<file path="src/rtl/mem_stream_ctrl_if.sv">
// Command, write-stream, read-stream and memory-port bundle for mem_stream_ctrl.
// master = controller side, slave = host/datapath/memory side.
interface mem_stream_ctrl_if #(
  parameter int WIDTH = 8,
  parameter int DEPTH = 64
);
  localparam int AW = $clog2(DEPTH);

  logic             cmd_valid;
  logic             cmd_ready;
  logic             cmd_write;
  logic [AW-1:0]    cmd_addr;
  logic [AW:0]      cmd_len;

  logic [WIDTH-1:0] s_data;
  logic             s_valid;
  logic             s_ready;

  logic [WIDTH-1:0] m_data;
  logic             m_valid;
  logic             m_ready;
  logic             m_last;

  logic             mem_en;
  logic             mem_we;
  logic [AW-1:0]    mem_addr;
  logic [WIDTH-1:0] mem_din;
  logic [WIDTH-1:0] mem_dout;

  logic             busy;
  logic             done;

  modport master (
    input  cmd_valid, cmd_write, cmd_addr, cmd_len,
    input  s_data, s_valid,
    input  m_ready,
    input  mem_dout,
    output cmd_ready, s_ready,
    output m_data, m_valid, m_last,
    output mem_en, mem_we, mem_addr, mem_din,
    output busy, done
  );

  modport slave (
    output cmd_valid, cmd_write, cmd_addr, cmd_len,
    output s_data, s_valid,
    output m_ready,
    output mem_dout,
    input  cmd_ready, s_ready,
    input  m_data, m_valid, m_last,
    input  mem_en, mem_we, mem_addr, mem_din,
    input  busy, done
  );
endinterface

</file>
<file path="src/rtl/mem_stream_ctrl.sv">
// Single-port memory initiator: WRITE sinks a valid/ready stream into consecutive
// words, READ streams consecutive words out through a 2-entry skid FIFO.
module mem_stream_ctrl #(
  parameter int WIDTH = 8,
  parameter int DEPTH = 64
) (
  input logic              clk,
  input logic              rst,
  mem_stream_ctrl_if.master bus
);
  localparam int AW = $clog2(DEPTH);
  localparam logic [AW:0]   LEN_ONE  = (AW+1)'(1);
  localparam logic [AW-1:0] ADDR_TOP = AW'(DEPTH - 1);

  typedef enum logic [1:0] {IDLE, WRITE, READ} state_t;

  state_t state_q, state_d;

  logic [AW-1:0]    addr_q;
  logic [AW-1:0]    addr_next;
  logic [AW:0]      rem_q;
  logic             done_q;

  logic             inflight_q;
  logic             inflight_last_q;
  logic [WIDTH-1:0] fifo_data [2];
  logic             fifo_last [2];
  logic             rd_ptr_q;
  logic             wr_ptr_q;
  logic [1:0]       count_q;

  logic             cmd_ready;
  logic             s_ready;
  logic             mem_en;
  logic             mem_we;
  logic             accept;
  logic             wr_beat;
  logic             rd_issue;
  logic             finish;
  logic             m_valid;
  logic             head_last;
  logic             pop;
  logic [2:0]       occ;

  assign m_valid   = (count_q != 2'd0);
  assign head_last = fifo_last[rd_ptr_q];
  assign pop       = m_valid & bus.m_ready;
  // Words buffered plus the read still in the memory pipe, after this cycle's pop.
  assign occ       = {1'b0, count_q} + {2'b00, inflight_q} - {2'b00, pop};
  assign addr_next = (addr_q == ADDR_TOP) ? '0 : addr_q + 1'b1;

  always_ff @(posedge clk or posedge rst) begin
    if (rst) state_q <= IDLE;
    else     state_q <= state_d;
  end

  always_comb begin
    state_d   = state_q;
    cmd_ready = 1'b0;
    s_ready   = 1'b0;
    mem_en    = 1'b0;
    mem_we    = 1'b0;
    accept    = 1'b0;
    wr_beat   = 1'b0;
    rd_issue  = 1'b0;
    finish    = 1'b0;
    case (state_q)
      IDLE: begin
        cmd_ready = 1'b1;
        if (bus.cmd_valid) begin
          accept = 1'b1;
          if (bus.cmd_len != '0) state_d = bus.cmd_write ? WRITE : READ;
        end
      end
      WRITE: begin
        s_ready = 1'b1;
        if (bus.s_valid) begin
          wr_beat = 1'b1;
          mem_en  = 1'b1;
          mem_we  = 1'b1;
          if (rem_q == LEN_ONE) begin
            state_d = IDLE;
            finish  = 1'b1;
          end
        end
      end
      READ: begin
        if (rem_q != '0 && occ < 3'd2) begin
          rd_issue = 1'b1;
          mem_en   = 1'b1;
        end
        if (pop && head_last) begin
          state_d = IDLE;
          finish  = 1'b1;
        end
      end
      default: state_d = IDLE;
    endcase
  end

  always_ff @(posedge clk or posedge rst) begin
    if (rst) begin
      addr_q <= '0;
      rem_q  <= '0;
      done_q <= 1'b0;
    end else begin
      done_q <= finish | (accept & (bus.cmd_len == '0));
      if (accept) begin
        addr_q <= bus.cmd_addr;
        rem_q  <= bus.cmd_len;
      end else if (wr_beat | rd_issue) begin
        addr_q <= addr_next;
        rem_q  <= rem_q - LEN_ONE;
      end
    end
  end

  // Read data returns one cycle after issue; the last flag travels with it.
  always_ff @(posedge clk or posedge rst) begin
    if (rst) begin
      inflight_q      <= 1'b0;
      inflight_last_q <= 1'b0;
      rd_ptr_q        <= 1'b0;
      wr_ptr_q        <= 1'b0;
      count_q         <= 2'd0;
      for (int unsigned i = 0; i < 2; i++) begin
        fifo_data[i] <= '0;
        fifo_last[i] <= 1'b0;
      end
    end else begin
      inflight_q      <= rd_issue;
      inflight_last_q <= rd_issue & (rem_q == LEN_ONE);
      if (inflight_q) begin
        fifo_data[wr_ptr_q] <= bus.mem_dout;
        fifo_last[wr_ptr_q] <= inflight_last_q;
        wr_ptr_q            <= ~wr_ptr_q;
      end
      if (pop) rd_ptr_q <= ~rd_ptr_q;
      case ({inflight_q, pop})
        2'b10:   count_q <= count_q + 2'd1;
        2'b01:   count_q <= count_q - 2'd1;
        default: count_q <= count_q;
      endcase
    end
  end

  assign bus.cmd_ready = cmd_ready;
  assign bus.busy      = ~cmd_ready;
  assign bus.done      = done_q;
  assign bus.s_ready   = s_ready;
  assign bus.m_data    = fifo_data[rd_ptr_q];
  assign bus.m_valid   = m_valid;
  assign bus.m_last    = m_valid & head_last;
  assign bus.mem_en    = mem_en;
  assign bus.mem_we    = mem_we;
  assign bus.mem_addr  = addr_q;
  assign bus.mem_din   = bus.s_data;
endmodule

</file>
<file path="src/flat_wrapper.sv">
// flat-port wrapper written by rule: the top's interface ports become plain ports
module mem_stream_ctrl_flat 
#(
  parameter int WIDTH = 8,
  parameter int DEPTH = 64
)
  (clk, rst, bus_cmd_valid, bus_cmd_write, bus_cmd_addr, bus_cmd_len, bus_s_data, bus_s_valid, bus_m_ready, bus_mem_dout, bus_cmd_ready, bus_s_ready, bus_m_data, bus_m_valid, bus_m_last, bus_mem_en, bus_mem_we, bus_mem_addr, bus_mem_din, bus_busy, bus_done);
  mem_stream_ctrl_if #(.WIDTH(WIDTH), .DEPTH(DEPTH)) bus_i ();
  input logic clk;
  input logic rst;
  input wire logic [$bits(bus_i.cmd_valid)-1:0] bus_cmd_valid;
  input wire logic [$bits(bus_i.cmd_write)-1:0] bus_cmd_write;
  input wire logic [$bits(bus_i.cmd_addr)-1:0] bus_cmd_addr;
  input wire logic [$bits(bus_i.cmd_len)-1:0] bus_cmd_len;
  input wire logic [$bits(bus_i.s_data)-1:0] bus_s_data;
  input wire logic [$bits(bus_i.s_valid)-1:0] bus_s_valid;
  input wire logic [$bits(bus_i.m_ready)-1:0] bus_m_ready;
  input wire logic [$bits(bus_i.mem_dout)-1:0] bus_mem_dout;
  output wire logic [$bits(bus_i.cmd_ready)-1:0] bus_cmd_ready;
  output wire logic [$bits(bus_i.s_ready)-1:0] bus_s_ready;
  output wire logic [$bits(bus_i.m_data)-1:0] bus_m_data;
  output wire logic [$bits(bus_i.m_valid)-1:0] bus_m_valid;
  output wire logic [$bits(bus_i.m_last)-1:0] bus_m_last;
  output wire logic [$bits(bus_i.mem_en)-1:0] bus_mem_en;
  output wire logic [$bits(bus_i.mem_we)-1:0] bus_mem_we;
  output wire logic [$bits(bus_i.mem_addr)-1:0] bus_mem_addr;
  output wire logic [$bits(bus_i.mem_din)-1:0] bus_mem_din;
  output wire logic [$bits(bus_i.busy)-1:0] bus_busy;
  output wire logic [$bits(bus_i.done)-1:0] bus_done;
  assign bus_i.cmd_valid = bus_cmd_valid;
  assign bus_i.cmd_write = bus_cmd_write;
  assign bus_i.cmd_addr = bus_cmd_addr;
  assign bus_i.cmd_len = bus_cmd_len;
  assign bus_i.s_data = bus_s_data;
  assign bus_i.s_valid = bus_s_valid;
  assign bus_i.m_ready = bus_m_ready;
  assign bus_i.mem_dout = bus_mem_dout;
  assign bus_cmd_ready = bus_i.cmd_ready;
  assign bus_s_ready = bus_i.s_ready;
  assign bus_m_data = bus_i.m_data;
  assign bus_m_valid = bus_i.m_valid;
  assign bus_m_last = bus_i.m_last;
  assign bus_mem_en = bus_i.mem_en;
  assign bus_mem_we = bus_i.mem_we;
  assign bus_mem_addr = bus_i.mem_addr;
  assign bus_mem_din = bus_i.mem_din;
  assign bus_busy = bus_i.busy;
  assign bus_done = bus_i.done;
  mem_stream_ctrl #(.WIDTH(WIDTH), .DEPTH(DEPTH)) u_core (.clk(clk), .rst(rst), .bus(bus_i));
endmodule
</file>
<file path="config.mk">
export PLATFORM = sky130hd
export DESIGN_NAME = mem_stream_ctrl_flat
export DESIGN_NICKNAME = d
export VERILOG_FILES = /design/src/rtl/mem_stream_ctrl_if.sv /design/src/rtl/mem_stream_ctrl.sv /design/src/flat_wrapper.sv
export SDC_FILE = /design/constraint.sdc
export NUM_CORES = 1
export LEC_CHECK = 0
export CAP_MARGIN = 20
export CELL_PAD_IN_SITES_DETAIL_PLACEMENT = 1
export CELL_PAD_IN_SITES_GLOBAL_PLACEMENT = 1
export CORE_MARGIN = 2
export CORE_UTILIZATION = 36
export DETAILED_ROUTE_END_ITERATION = 8
export PLACE_DENSITY_LB_ADDON = 0.1
export REMOVE_ABC_BUFFERS = 1
export SETUP_SLACK_MARGIN = 0.2
export SYNTH_ARGS = -nofsm -noshare
export SYNTH_HDL_FRONTEND = slang
export SYNTH_SLANG_ARGS = --single-unit
</file>
<file path="constraint.sdc">
create_clock -name clk -period 3.3 [get_ports clk]
set_input_delay 0.66 -clock clk [delete_from_list [all_inputs] [get_ports clk]]
set_output_delay 0.66 -clock clk [all_outputs]
set_load 0.005 [all_outputs]
</file>
==> results.yml, run 1 <==
floorplanning:
  rows: 28
  die_x_um: 81.70
  die_y_um: 81.70
  start_util_pct: 36.93
  die_area_um2: 6675
  ios: 65
  core_um2: 5886
place:
  hpwl_mm: 3.744
  gp_congestion: 0.7982
  placement.setup.worst_slack_ps: -365.2
  io_buffers: 48
timing:
  whs_ps: 497.2
  setup_ws_ps: 377.6
  finalHoldViolations: 0
  setup_violations: 0
  timing.fmax_mhz: 342.2
  fin_skew_ps: 6.368
  maxSlewHeadroom_pct: 43.15
  rsz0062_at_grt: "no"
  slew_viol_final: 0
  tightest_slew_ps: 851.0
  setup_tns_ps: 0
  min_period_over_period_pct: 88.56
  period_needed_ps: 2922
setup_path:
  path_depth: 9
  critPathSlowestCell: "dfrtp_1"
  critPathMaxFanout: 3
  required_ps: 2640
  cp-end-kind: "output pin"
  worst_ep_arrival_time_ps: 2260
  r2r_start: "u_core.count_q[1]"
  critPathLaunchType: "register"
  rr_worst_depth: 11
  reg2reg_to: "u_core.bus.mem_addr[5]"
  crit_chain: "or2_2 -> nand2_1 -> nor2_1 -> fa_2 -> xnor2_2 -> o2111ai_4 -> nand2_2 -> and2_1 -> dlygate4sd2_1"
  crit_type: "register to output pin"
  cp_num_buf_inv: 1
  slowest_delay_ps: 380
  path_delay_family: "simple AND/OR/NAND/NOR gates"
  r2r_slack_ps: 860
layout:
  num_antenna_cells: 0
  mostFrequentLayoutCell: "clkdlybuf4s50_1"
  postLayoutCoreUtil_pct: 48.51
  drive_above_1_share_pct: 21.65
  area_delta_synth_final_pct: 31.38
  layout_common_cells: "clkdlybuf4s50_1, dfrtp_1, mux2_2, nand2_1, o21ai_0"
  nNetsFinal: 296
outcome:
  status: "finished clean"
clocking:
  cts_hold_buf: 0
  cts_made_buffers: 5
  clock_path_buffers: 2
  h-tree-depth: 2
  cts.sinks: 40
  cts_tree: "built"
  clk_pin_slew_ps: 80
  clock_latency_ps: 290
  clock-root-buffer: "clkbuf_8"
route:
  via_per_inst: 5.009
  final_antenna_net_count: 0
  drt_iter0_drc: 26
  wirelength_mm: 5.051
  wl_per_cell_um: 15.35
  drcViolationCount: 0
  drt-pass1-iter-count: 4
  dr_total_vias: 1648
min_path:
  hp-class: "register to register"
  min_to: "u_core.wr_ptr_q"
  hold_depth: 1
  hold_start: "u_core.wr_ptr_q"
pwr:
  p_leak_nw: 1.205
  peakVddDrop_mv: 0.3321
  p_per_area_nw_per_um2: 899.2
global_route:
  grt_pass1_wl_mm: 8.431
  antenna_found_initial: 0
  grt_max_degree: 41
  grt_pass1_vias: 1728
  grt_usage_pct: 16.74
  grt_overflow_total: 0
logic_synthesis:
  postSynthAreaPerCell_um2: 10.71
  synth_warnings: 0
  synth_seq_area_share_pct: 46.06
  ys_seq_elements: 40
  synth.distinct_cells: 41
  syn_area_um2: 2173
  synth_cells: 203
flow_run:
  maxCapViolations: 0
## per-layer routing
metal	track usage (%)	up-vias	wire, µm
li1	-	794	-
met1	20.97	797	2265
met4	5.500	0	64
met5	0	-	0
met3	4.615	6	281
met2	27.95	51	2438
## power breakdown
| group | internal, mW | switching, mW | total, mW |
|---|---|---|---|
| combinational | 0.736 | 0.532 | 1.27 |
| sequential | 0.710 | 0.179 | 0.889 |
| clock | 0.224 | 0.187 | 0.411 |
| total | 1.67 | 0.897 | 2.57 |
## area by class of cell
class	count	area [µm²]
multi-input cells	139	1061
repair buffers	57	548.0
clock buffers	5	68.82
well taps	75	93.84
flip-flops and latches	40	1001
fillers	663	3030
clock inverters	3	42.54
inverters	10	40.04
## state kept, by name, indices dropped and copies added, names as in the netlist
| signal | count |
|---|---|
| u_core.inflight_last_q | 1 |
| u_core.rem_q | 7 |
| u_core.count_q | 2 |
| u_core.rd_ptr_q | 1 |
| u_core.state_q | 2 |
| u_core.fifo_data | 16 |
| u_core.fifo_last | 2 |
| u_core.wr_ptr_q | 1 |
| u_core.bus.mem_addr | 6 |
| u_core.bus.done | 1 |
| u_core.inflight_q | 1 |
## how the worst max path moves through the flow
stage / startpoint / end
CTS: u_core.count_q[1] / bus_mem_en
floorplan: u_core.count_q[1] / bus_mem_en
global placement: bus_m_ready / bus_mem_en
global route: u_core.count_q[1] / bus_mem_en
detailed placement: bus_m_ready / bus_mem_en
finish: u_core.count_q[1] / bus_mem_en
## Yosys cell counts, drive strengths merged
cell type / number / share of area [%]
mux2: 26 / 13
ha: 7 / 4.0
and3: 1 / 0.29
xor2: 8 / 3.2
nor2b: 5 / 1.4
or4: 1 / 0.52
o2111ai: 1 / 1.2
buf: 9 / 3.0
o211ai: 3 / 1.3
a211o: 1 / 0.40
clkinv: 1 / 0.17
nor2: 9 / 1.9
or3: 1 / 0.29
nand2b: 2 / 0.58
o22ai: 1 / 0.29
inv: 9 / 1.7
clkbuf: 5 / 0.86
and2: 2 / 0.58
fa: 1 / 0.92
or2: 3 / 0.86
nor4: 2 / 0.58
dfrtp: 40 / 46
a31oi: 2 / 0.58
nand2: 24 / 4.1
a222oi: 1 / 0.46
xnor2: 5 / 2.0
o41ai: 1 / 0.40
o21ai: 14 / 3.2
nor3: 3 / 0.69
mux2i: 3 / 1.4
a21oi: 3 / 0.69
a21o: 2 / 0.69
a211oi: 1 / 0.35
a221o: 1 / 0.46
o2bb2ai: 1 / 0.40
nand3: 4 / 0.92
## timing repair
action	4_1_cts	5_1_grt
setup endpoints to repair	1	1
resized for setup	6	1
pin swaps	3	1
setup buffers	1	0
## metrics by stage
step | power, mW | cells | instance area (µm²)
after global routing | 2.778 | 329 | 2855
after floorplan | 1.598 | 189 | 2090
after detailed placement | 2.177 | 320 | 2724
after global placement | 2.133 | 320 | 2724
after CTS | 2.608 | 329 | 2853
final | 2.567 | 329 | 2855
## kinds of logic (layout without fill, tap and decap cells)
| logic type | Yosys count | in the layout | share of synthesized area [%] |
|---|---|---|---|
| multiplexers | 29 | 29 | 14.85 |
| XOR/XNOR | 13 | 13 | 5.239 |
| AO/OA/AOI/OAI | 32 | 32 | 10.42 |
| flip-flops | 40 | 40 | 46.06 |
| buffers and inverters | 24 | 75 | 5.700 |
| adder cells (fa/ha/maj) | 8 | 8 | 4.951 |
| AND/OR/NAND/NOR | 57 | 57 | 12.78 |
Note: power is estimated with default switching activity, not from simulation.
==> run 2: changes to the inputs <==
--- a/config.mk
+++ b/config.mk
@@ -5,11 +5,12 @@
 export SDC_FILE = /design/constraint.sdc
 export NUM_CORES = 1
 export LEC_CHECK = 0
+export ABC_AREA = 1
 export CAP_MARGIN = 20
 export CELL_PAD_IN_SITES_DETAIL_PLACEMENT = 1
 export CELL_PAD_IN_SITES_GLOBAL_PLACEMENT = 1
 export CORE_MARGIN = 2
-export CORE_UTILIZATION = 36
+export CORE_UTILIZATION = 35
 export DETAILED_ROUTE_END_ITERATION = 8
 export PLACE_DENSITY_LB_ADDON = 0.1
 export REMOVE_ABC_BUFFERS = 1
==> run 2 against run 1 <==
Against the previous run: combinational power rose by 23%; largest power group unchanged; clock skew about the same; fmax up 1.0%; total power up 13%; setup slack better by 30 ps; flip-flop and latch count did not move; worst hold slack worse by 2.0 ps; highest routed layer unchanged; count of clock-buffer cells in the layout unchanged; non-clock buffer count is 1 lower; clock power about the same; sequential power increased by 3.3%.
==> results.yml, run 2 <==
layout:
  regMostFlops: "u_core.fifo_data"
  mostFrequentLayoutCell: "nand2_1"
  num_antenna_cells: 0
  layout_common_cells: "nand2_1, clkdlybuf4s50_1, dfrtp_1, inv_1, nor2_1"
  nNetsFinal: 411
  largest_reg_flops: 16
  drive_above_1_share_pct: 13.55
  area_delta_synth_final_pct: 26.70
logic_synthesis:
  synth_cells: 321
  yosysTopAreaCellShare_pct: 40.92
  synth.distinct_cells: 31
  synthArstFlopShare_pct: 100.0
  yosysMostFrequentCell: "nand2_1"
  synth_edf_count: 0
  synth_seq_area_share_pct: 40.92
  synth_warnings: 0
  postSynthAreaPerCell_um2: 7.620
  synth_area_leaders: "dfrtp_1, nand2_1, inv_1"
  synth_top_cell_by_area: "dfrtp_1"
  syn_area_um2: 2446
  synth_commonest_cells: "nand2_1, dfrtp_1, inv_1"
  ys_seq_elements: 40
  synth-main-ff-cell: "dfrtp_1"
place:
  io_buffers: 48
  gp_congestion: 0.7756
  hpwl_mm: 4.382
  placement.setup.worst_slack_ps: -467.9
pwr:
  p_per_area_nw_per_um2: 932.1
  peakVddDrop_mv: 0.2661
  p_leak_nw: 1.540
clocking:
  cts_made_buffers: 5
  clock-root-buffer: "clkbuf_8"
  clock_path_buffers: 2
  clk_pin_slew_ps: 80
  cts.sinks: 40
  h-tree-depth: 2
  clock_latency_ps: 300
  cts_tree: "built"
floorplanning:
  start_util_pct: 36.00
  core_um2: 6794
  die_y_um: 87.60
  die_x_um: 87.60
  die_area_um2: 7674
  ios: 65
  rows: 30
min_path:
  hold_depth: 2
  hp-class: "register to register"
  hold_start: "u_core.fifo_data[2]"
  min_to: "u_core.fifo_data[2]"
setup_path:
  slowest_delay_ps: 500
  rr_worst_depth: 14
  required_ps: 2640
  critPathSlowestCell: "fa_1"
  timing.critical_path.from: "u_core.count_q[0]"
  critPathMaxFanout: 3
  worst_ep_arrival_time_ps: 2230
  critPathLaunchType: "register"
  crit_top_cell: "nand2_1"
  crit_type: "register to output pin"
  crit_chain: "nor2_4 -> inv_2 -> nand2_2 -> nand2_1 -> nand2_1 -> nand2_1 -> fa_1 -> o21ai_1 -> nor2_2 -> nand2_4 -> a21boi_1 -> buf_2"
  reg2reg_to: "u_core.rem_q[1]"
  r2r_slack_ps: 860
  r2r_start: "u_core.count_q[0]"
  cp-end-kind: "output pin"
timing:
  fin_skew_ps: 6.267
  maxSlewHeadroom_pct: 57.45
  slew_viol_final: 0
  setup_ws_ps: 407.8
  setup_tns_ps: 0
  tightest_slew_ps: 638.3
  min_period_over_period_pct: 87.64
  timing.fmax_mhz: 345.8
  finalHoldViolations: 0
  rsz0062_at_grt: "no"
  period_needed_ps: 2892
  setup_violations: 0
global_route:
  grt_max_degree: 41
  grt_pass1_wl_mm: 10.47
  grt_usage_pct: 17.15
  antenna_found_initial: 0
  grt_pass1_vias: 2310
  grt_overflow_total: 0
route:
  via_per_inst: 4.598
  wirelength_mm: 5.942
  final_antenna_net_count: 0
  drcViolationCount: 0
  wl_per_cell_um: 12.78
  drt_iter0_drc: 45
  drt-pass1-iter-count: 4
  dr_total_vias: 2138
flow_run:
  maxCapViolations: 0
outcome:
  status: "finished clean"
run 2: cell types whose count changed in the layout (fill, tap and decap cells not counted), moves of 7 or more:
cell,delta
nand2_1,+90
nand4_1,+8
mux2_2,-26
o21ai_2,+8
nand3_1,+7
inv_1,+28
nand2_2,+8
o21ai_1,+10
nor2_1,+9
run 2: layout make-up:
class                      count  area [µm²]
clock buffer                   5       68.82
clock inverter                 3       42.54
fill                         839        3695
inverter                      41       153.9
multi-input combinational    224        1182
sequential                    40        1001
tap                           96       120.1
timing repair buffer          56       530.5
run 2: where the power goes:
part           internal (mW)  leakage, nW  switching (mW)
logic                  0.725        0.992           0.833
registers              0.710        0.493           0.208
clock network          0.224       0.0541           0.188
total                   1.66         1.54            1.23
run 2: how the worst max path moves through the flow:
| stage | cells after the start | end |
|---|---|---|
| finish | 12 | bus_mem_en |
| global route | 12 | bus_mem_en |
| CTS | 12 | bus_mem_en |
| detailed placement | 12 | bus_mem_en |
| global placement | 12 | bus_mem_en |
| floorplan | 10 | bus_mem_en |
run 2: timing repair:
action / in CTS / in global routing
setup buffers: 1 / 1
pin swaps: 1 / 3
setup endpoints to repair: 1 / 1
hold buffers: 0 / 0
gates resized for setup: 7 / 4
run 2: metal layers:
| layer | global-route usage [%] | wire [µm] | vias up |
|---|---|---|---|
| met4 | 3.776 | 62 | 0 |
| met5 | 0 | 0 | - |
| li1 | - | - | 1086 |
| met3 | 4.053 | 183 | 6 |
| met2 | 28.99 | 2742 | 41 |
| met1 | 22.38 | 2954 | 1005 |
run 2: cell families after synthesis:
logic type | Yosys count | share of synthesized area, %
buffers and inverters | 57 | 11.05
AND/OR/NAND/NOR | 169 | 31.41
adder cells (fa/ha/maj) | 8 | 4.399
XOR/XNOR | 5 | 1.791
AO/OA/AOI/OAI | 42 | 10.43
flip-flops | 40 | 40.92
run 2: critical path: cells and delay by family (launching register included):
family | cells | cell delay [ps]
adders and majority gates | 1 | 500
DFF | 1 | 410
buffers and inverters | 2 | 170
and+or+nand+nor | 7 | 670
AOI/OAI and AO/OA | 2 | 190
run 2: through the flow:
stage                     utilization (%)  hold WS [ps]  instance area (µm²)  total power, mW  cells
after detailed placement            43.79         480.4                 2975            2.485    455
after global routing                45.62         518.2                 3099            3.190    465
after global placement              43.79         467.7                 2975            2.433    455
final                               45.62         495.2                 3099            2.889    465
after CTS                           45.58         501.6                 3097            2.928    464
after floorplan                         -         452.9                 2330            1.856    305
